## src/rtl/risc_v_core_pkg.sv

```systemverilog
`default_nettype none
// ============================================================================
// Module      : risc_v_core_pkg
// Description : Shared definitions for the native-interface machine timer:
//               register offsets (addr[4:2]), CTRL field layout, the mtimecmp
//               reset value and a byte-lane merge helper for partial writes.
// Revision    : 1.0 - initial release
// ============================================================================
package risc_v_core_pkg;

   // Register offsets, decoded from addr[4:2]
   localparam logic [2:0] TIMER_MTIME_LO    = 3'd0;
   localparam logic [2:0] TIMER_MTIME_HI    = 3'd1;
   localparam logic [2:0] TIMER_MTIMECMP_LO = 3'd2;
   localparam logic [2:0] TIMER_MTIMECMP_HI = 3'd3;
   localparam logic [2:0] TIMER_CTRL        = 3'd4;
   localparam logic [2:0] TIMER_STATUS      = 3'd5;

   // CTRL occupies bit 0 (EN) and bits [31:8] at most (PRESCALE); the
   // responder masks PRESCALE down to its configured width.
   localparam int unsigned TIMER_PRESCALE_MAX_W = 24;

   typedef struct packed {
      logic [TIMER_PRESCALE_MAX_W-1:0] prescale;
      logic                            en;
   } timer_ctrl_t;

   localparam logic [63:0] TIMER_MTIMECMP_RST = 64'hFFFF_FFFF_FFFF_FFFF;

   // Replace each byte of old_val whose lane enable is set.
   function automatic logic [31:0] byte_merge(input logic [31:0] old_val,
                                              input logic [31:0] new_val,
                                              input logic [3:0]  be);
      logic [31:0] res;
      res = old_val;
      for (int i = 0; i < 4; i++) begin
         if (be[i]) res[8*i +: 8] = new_val[8*i +: 8];
      end
      return res;
   endfunction

endpackage
`default_nettype wire

```

## src/rtl/ntv_timer_prescaler.sv

```systemverilog
`default_nettype none
// ============================================================================
// Module      : ntv_timer_prescaler
// Description : Prescale counter and tick generator. While en is high the
//               counter runs 0..prescale; tick is asserted in the cycle the
//               counter equals prescale, and the counter wraps to 0.
//               clr forces the counter to 0 on the next edge.
// Ports       : clk, rst_n (async, active-low), en, prescale[PRESCALE_W-1:0],
//               clr, tick (combinational, one cycle per period)
// Revision    : 1.0 - initial release
// ============================================================================
module ntv_timer_prescaler #(
   parameter int unsigned PRESCALE_W = 8
) (
   input  logic                  clk,
   input  logic                  rst_n,
   input  logic                  en,
   input  logic [PRESCALE_W-1:0] prescale,
   input  logic                  clr,
   output logic                  tick
);

   logic [PRESCALE_W-1:0] cnt_q;
   logic [PRESCALE_W-1:0] cnt_d;

   always_comb begin
      tick  = en && (cnt_q == prescale);
      cnt_d = cnt_q;
      if (clr) begin
         cnt_d = '0;
      end else if (tick) begin
         cnt_d = '0;
      end else if (en) begin
         cnt_d = cnt_q + 1'b1;
      end
   end

   always_ff @(posedge clk or negedge rst_n) begin
      if (!rst_n) cnt_q <= '0;
      else        cnt_q <= cnt_d;
   end

endmodule
`default_nettype wire

```

## src/rtl/ntv_timer_responder.sv

```systemverilog
`default_nettype none
// ============================================================================
// Module      : ntv_timer_responder
// Description : Machine timer responder on the data-side native interface.
//               Decodes a 32-byte window at BASE_ADDR, serves byte-enabled
//               writes and one-cycle-latency reads of MTIME, MTIMECMP, CTRL
//               and STATUS, and drives the registered mtip interrupt.
// Ports       : clk, rst_n (async, active-low), r_en, w_en, addr[31:0],
//               wdata[31:0], byteenable[3:0] -> rdata[31:0], resp_hit, mtip
// Config      : NTV_TIMER_HI_SNAPSHOT_EN - a read of MTIME_LO latches
//               mtime[63:32] into a shadow that later MTIME_HI reads return.
// Revision    : 1.0 - initial release
// ============================================================================
module ntv_timer_responder
   import risc_v_core_pkg::*;
#(
   parameter logic [31:0] BASE_ADDR  = 32'h0200_0000,
   parameter int unsigned PRESCALE_W = 8
) (
   input  logic        clk,
   input  logic        rst_n,
   input  logic        r_en,
   input  logic        w_en,
   input  logic [31:0] addr,
   input  logic [31:0] wdata,
   input  logic [3:0]  byteenable,
   output logic [31:0] rdata,
   output logic        resp_hit,
   output logic        mtip
);

   localparam logic [31:0] PS_MASK = (32'd1 << PRESCALE_W) - 32'd1;

   logic [63:0] mtime_q, mtime_d, mtime_inc;
   logic [63:0] mtimecmp_q, mtimecmp_d;
   timer_ctrl_t ctrl_q, ctrl_d;
   logic [31:0] ctrl_img, ctrl_wr;
   logic [31:0] rdata_q, rdata_d, rd_val;
   logic        resp_hit_q, resp_hit_d;
   logic        mtip_q, mtip_d;
   logic        hit, wr, rd, tick, ctrl_clr;
   logic [2:0]  reg_sel;
   logic        addr_lo_unused;

   assign hit      = (addr[31:5] == BASE_ADDR[31:5]);
   assign reg_sel  = addr[4:2];
   // A zero byteenable is treated as no write at all (not even a CTRL clear).
   assign wr       = w_en && hit && (|byteenable);
   assign rd       = r_en && hit;
   assign ctrl_clr = wr && (reg_sel == TIMER_CTRL);
   assign ctrl_img = {ctrl_q.prescale, 7'd0, ctrl_q.en};
   assign addr_lo_unused = ^addr[1:0];

   ntv_timer_prescaler #(.PRESCALE_W(PRESCALE_W)) u_prescaler (
      .clk      (clk),
      .rst_n    (rst_n),
      .en       (ctrl_q.en),
      .prescale (ctrl_q.prescale[PRESCALE_W-1:0]),
      .clr      (ctrl_clr),
      .tick     (tick)
   );

`ifdef NTV_TIMER_HI_SNAPSHOT_EN
   logic [31:0] shadow_q, shadow_d;

   assign shadow_d = (rd && reg_sel == TIMER_MTIME_LO) ? mtime_q[63:32] : shadow_q;

   always_ff @(posedge clk or negedge rst_n) begin
      if (!rst_n) shadow_q <= '0;
      else        shadow_q <= shadow_d;
   end
`endif

   // Register state update: increment first, then let a CPU write override
   // the addressed half. The untouched half keeps the incremented value.
   always_comb begin
      mtime_inc  = mtime_q + {63'd0, tick};
      mtime_d    = mtime_inc;
      mtimecmp_d = mtimecmp_q;
      ctrl_d     = ctrl_q;
      ctrl_wr    = byte_merge(ctrl_img, wdata, byteenable);
      if (wr) begin
         case (reg_sel)
            TIMER_MTIME_LO:    mtime_d[31:0]     = byte_merge(mtime_q[31:0], wdata, byteenable);
            TIMER_MTIME_HI:    mtime_d[63:32]    = byte_merge(mtime_q[63:32], wdata, byteenable);
            TIMER_MTIMECMP_LO: mtimecmp_d[31:0]  = byte_merge(mtimecmp_q[31:0], wdata, byteenable);
            TIMER_MTIMECMP_HI: mtimecmp_d[63:32] = byte_merge(mtimecmp_q[63:32], wdata, byteenable);
            TIMER_CTRL: begin
               ctrl_d.en       = ctrl_wr[0];
               ctrl_d.prescale = ctrl_wr[31:8] & PS_MASK[23:0];
            end
            default: ;
         endcase
      end
      mtip_d = (mtime_d >= mtimecmp_d);
   end

   // Read path samples pre-write values so a combined read+write returns the
   // old contents.
   always_comb begin
      case (reg_sel)
         TIMER_MTIME_LO:    rd_val = mtime_q[31:0];
`ifdef NTV_TIMER_HI_SNAPSHOT_EN
         TIMER_MTIME_HI:    rd_val = shadow_q;
`else
         TIMER_MTIME_HI:    rd_val = mtime_q[63:32];
`endif
         TIMER_MTIMECMP_LO: rd_val = mtimecmp_q[31:0];
         TIMER_MTIMECMP_HI: rd_val = mtimecmp_q[63:32];
         TIMER_CTRL:        rd_val = ctrl_img;
         TIMER_STATUS:      rd_val = {31'd0, mtip_q};
         default:           rd_val = 32'd0;
      endcase
      rdata_d = rdata_q;
      if (r_en) rdata_d = hit ? rd_val : 32'd0;
      resp_hit_d = rd;
   end

   always_ff @(posedge clk or negedge rst_n) begin
      if (!rst_n) begin
         mtime_q    <= '0;
         mtimecmp_q <= TIMER_MTIMECMP_RST;
         ctrl_q     <= '0;
         rdata_q    <= '0;
         resp_hit_q <= 1'b0;
         mtip_q     <= 1'b0;
      end else begin
         mtime_q    <= mtime_d;
         mtimecmp_q <= mtimecmp_d;
         ctrl_q     <= ctrl_d;
         rdata_q    <= rdata_d;
         resp_hit_q <= resp_hit_d;
         mtip_q     <= mtip_d;
      end
   end

   assign rdata    = rdata_q;
   assign resp_hit = resp_hit_q;
   assign mtip     = mtip_q;

endmodule
`default_nettype wire

```

## config.mk

```make
export PLATFORM = sky130hd
export DESIGN_NAME = ntv_timer_responder
export DESIGN_NICKNAME = d
export VERILOG_FILES = /design/src/rtl/risc_v_core_pkg.sv /design/src/rtl/ntv_timer_prescaler.sv /design/src/rtl/ntv_timer_responder.sv
export SDC_FILE = /design/constraint.sdc
export NUM_CORES = 1
export LEC_CHECK = 0
export BUFFER_PORTS_ARGS = -buffer_cell sky130_fd_sc_hd__buf_2
export CAP_MARGIN = 20
export CORE_UTILIZATION = 50
export DETAILED_ROUTE_END_ITERATION = 8
export GPL_ROUTABILITY_DRIVEN = 0
export GPL_TIMING_DRIVEN = 0
export PLACE_DENSITY = 0.69
export RECOVER_POWER = 50
export SLEW_MARGIN = 25
export SYNTH_ARGS = -nofsm -noshare
export SYNTH_HDL_FRONTEND = slang
export SYNTH_SLANG_ARGS = --single-unit
```

## constraint.sdc

```tcl
create_clock -name clk -period 12.4 [get_ports clk]
set_input_delay 2.48 -clock clk [delete_from_list [all_inputs] [get_ports clk]]
set_output_delay 2.48 -clock clk [all_outputs]
set_load 0.03 [all_outputs]
```

==> impl_results.md <==
* FF+latch count, synth at 179
* Initial DRC count at between 1000 and 1500
* Fraction of registers with async set or reset after synthesis at 100%
* Area contributors post-synth: dfrtp_1 (24%), dfstp_2 (14%), ha_1 (7.0%), mux2i_1 (6.8%), mux2_2 (6.7%)
* Syn-to-layout area delta at 13.1%
* Port Buffers at 101
* Power per cell area at 92.3 nW/um2
* Nets at roughly 1500
* Post-route ant nets at 0
* Root Driver: clkbuf_16
* CP Class: in2reg
* Most common cell in the netlist: dfrtp_1
* CTS tree: done
* RSZ-0062 raised after global routing: no
* # H-tree levels at 4
* Hold crit path type: reg2reg
* Max-slew violation count at 90
* Drt pass-1 iters at 8
* Failing checks: capacitance limit, slew limit
* Pleak at 5.94 nW
* VDD IR max at 0.0659 mV
* Grt ovf at 0
* Worst-path fanout max at 10
* Sink Count at 179
* Synth unique cells at 75
* Site Rows at 56
* Critical R2R Launch: ctrl_img[12]$_DFFE_PN0P_
* CP cell instances: buf_2, nor4_1, and3_1, and4_1, clkbuf_1, clkbuf_1, buf_1, nor3_1, a21oi_1, nand2_1, ha_1, a21oi_1, o21ai_0, a211oi_1, or3_1, a311o_1, nand3_1
* Reg clk slew, reported paths at 70 ps
* CP Data Required Time at 12770 ps
* HPWL after DPL at roughly 29 mm
* CTS Hold Bufs at 0
* DRC violations left at 0
* Outcome: finished with violations
* CP startpoint kind: primary input
* Hold path start: rdata[1]$_DFFE_PN0P_
* Post-Synthesis Cell Area at 12000 um2
* Synth Area per Inst at 9.86 um2
* Register area share after synthesis at 38.0%
* Die area at roughly 25000 um2
* Hold depth at 2
* Setup-failing EPs final at 0
* Clk_lat worst skew at 450 ps
* Worst slew margin at -233%
* Yosys warnings at 0
* Post-Syn Nets at between 1000 and 1500
* Antenna violations before repair at 1
* Max cap viols at 1
* Vias at around 11000
* Number of synthesized flops with an enable pin at 0
* Core area at between 20000 and 25000 um2
* Fin crit period at 7210 ps
* Die H at 157 um
* Routed WL at 39.3 mm
* Post-Place Cell Area at 13000 um2
* Worst path max stage delay at 670 ps
* Most frequent cells after synthesis: dfrtp_1 (115), nand2_1 (98), mux2i_1 (82)
* Critical-path top delay cell: buf_1
* Max Buffers Root-to-Sink at 2
* Total GRT Usage at 33.1%
* Buf/Inv on CP at 4
* Worst slew pin tran at approximately 5000 ps
* WL/cell at 23.5 um
* Fmax at 139 MHz
* Synth Flop Type: dfrtp_1
* Antenna cells at 0
* Reg2Reg Depth at 19
* Die X at 157 um
* Crit end category: flop
* Largest net degree at the start of global routing at 91
* TNS Setup at 0 ps
* Final Hold Viols at 0
* Fin area at 13600 um2
* Endpoint, Worst Hold: rdata[1]$_DFFE_PN0P_
* Cells after Synth at 1215
* Hold slack final at 522 ps
* Area leader, netlist: dfrtp_1
* Final period utilization at 58.1%
* Fraction of layout cells with a size suffix above 1 at between 20% and 30%
* Delay-heaviest family, CP: simple AND/OR/NAND/NOR gates
* DR vias/cell at 6.56
* Synth top area share at 24.0%
* First-pass GRT wire length at 60.9 mm
* Worst endpoint data arrival time at 7580 ps
* Worst R2R End: mtip$_DFF_PN0_
* TritonCTS buffer count at 17
* Post-CTS sizing at 0
* Worst Skew at 10.5 ps
* Top Ports at 106
* Post-CTS Setup Repair Bufs at 0
* Vias in the first global route at 10618
* Flop-to-flop setup slack at approximately 6400 ps
* Initial Util at 51.1%
-- per-stage QoR --
| stage | power [mW] | util (%) | cells | setup slack, ps |
|---|---|---|---|---|
| 2_1_floorplan | 0.618 | - | 1215 | 6650 |
| 3_3_place_gp | 0.662 | 54.9 | 1635 | 5030 |
| 3_5_place_dp | 0.665 | 55.2 | 1637 | 5020 |
| 4_1_cts | 1.26 | 57.9 | 1669 | 5450 |
| 5_1_grt | 1.29 | 57.7 | 1669 | 4540 |
| 6_report | 1.25 | 57.7 | 1669 | 5190 |
-- power by group --
| group | switching [mW] | internal (mW) |
|---|---|---|
| clock network | 0.250 | 0.347 |
| registers | 0.0000000263 | 0.585 |
| logic | 0.0484 | 0.0208 |
-- layout make-up --
cell class	count	area [um2]
Fill cell	2099	9920
Multi-Input combinational cell	927	6980
Sequential cell	179	4560
Timing Repair Buffer	103	520
Clock buffer	23	498
Tap cell	319	399
Buffer	61	269
Inverter	48	180
Clock inverter	9	143
-- tightest hold or removal path, delay by kind of cell (launching register included) --
family                 cells  cell delay, ps
AO/OA/AOI/OAI              1              60
flip-flops                 1             380
buffers and inverters      1              50
-- registers in the layout, summed over array words and instances (netlist names) --
register and count:
resp_hit 1, mtime_q 64, mtimecmp_q 64, ctrl_img 9, mtip 1, rdata 32, u_prescaler.cnt_q 8
-- worst max-delay path by stage --
| stage | from | end | slack [ps] | cells after the start |
|---|---|---|---|---|
| detailed placement | addr[26] | mtip$_DFF_PN0_ | 5020 | 17 |
| CTS | addr[26] | mtip$_DFF_PN0_ | 5450 | 17 |
| finish | addr[26] | mtip$_DFF_PN0_ | 5190 | 17 |
| global placement | addr[10] | mtip$_DFF_PN0_ | 5030 | 17 |
| global route | rst_n | mtime_q[56]$_DFF_PN0_ | 4540 | 2 |
| floorplan | byteenable[1] | mtip$_DFF_PN0_ | 6650 | 16 |
-- cell families after synthesis --
logic type | count (synthesis) | synth area share, %
AOI/OAI and AO/OA | 257 | 13.9
buffers and inverters | 109 | 3.75
adders and majority gates | 67 | 7.00
DFF | 179 | 38.0
xor gates and xnor gates | 10 | 0.731
and+or+nand+nor | 416 | 18.5
muxes | 177 | 18.1
-- layout by cell type (no fill, tap or decap), drive strengths merged, types with 9 or more instances in the layout --
cell type,n
o211ai,13
and4,14
ha,67
a31oi,11
mux2i,82
nor3,33
dfstp,64
nand2,98
or3,14
a21oi,65
nand4,33
nand2b,9
and3,27
dfrtp,115
nor2,53
mux4,24
nor4,20
mux2,71
inv,49
buf,107
nand3,80
o21ai,73
clkbuf,79
a21o,10
-- routing by layer --
metal | vias to the layer above | GRT usage [%] | part of all wire (%) | wire, um
met4 | 0 | 17.2 | 5.1 | 1990
met3 | 135 | 6.56 | 8.8 | 3460
met5 | - | 0 | 0 | 0
met2 | 639 | 53.3 | 46 | 18200
li1 | 4879 | - | - | -
met1 | 5302 | 42.0 | 40 | 15600
Note: power is estimated with default switching activity, not from simulation.
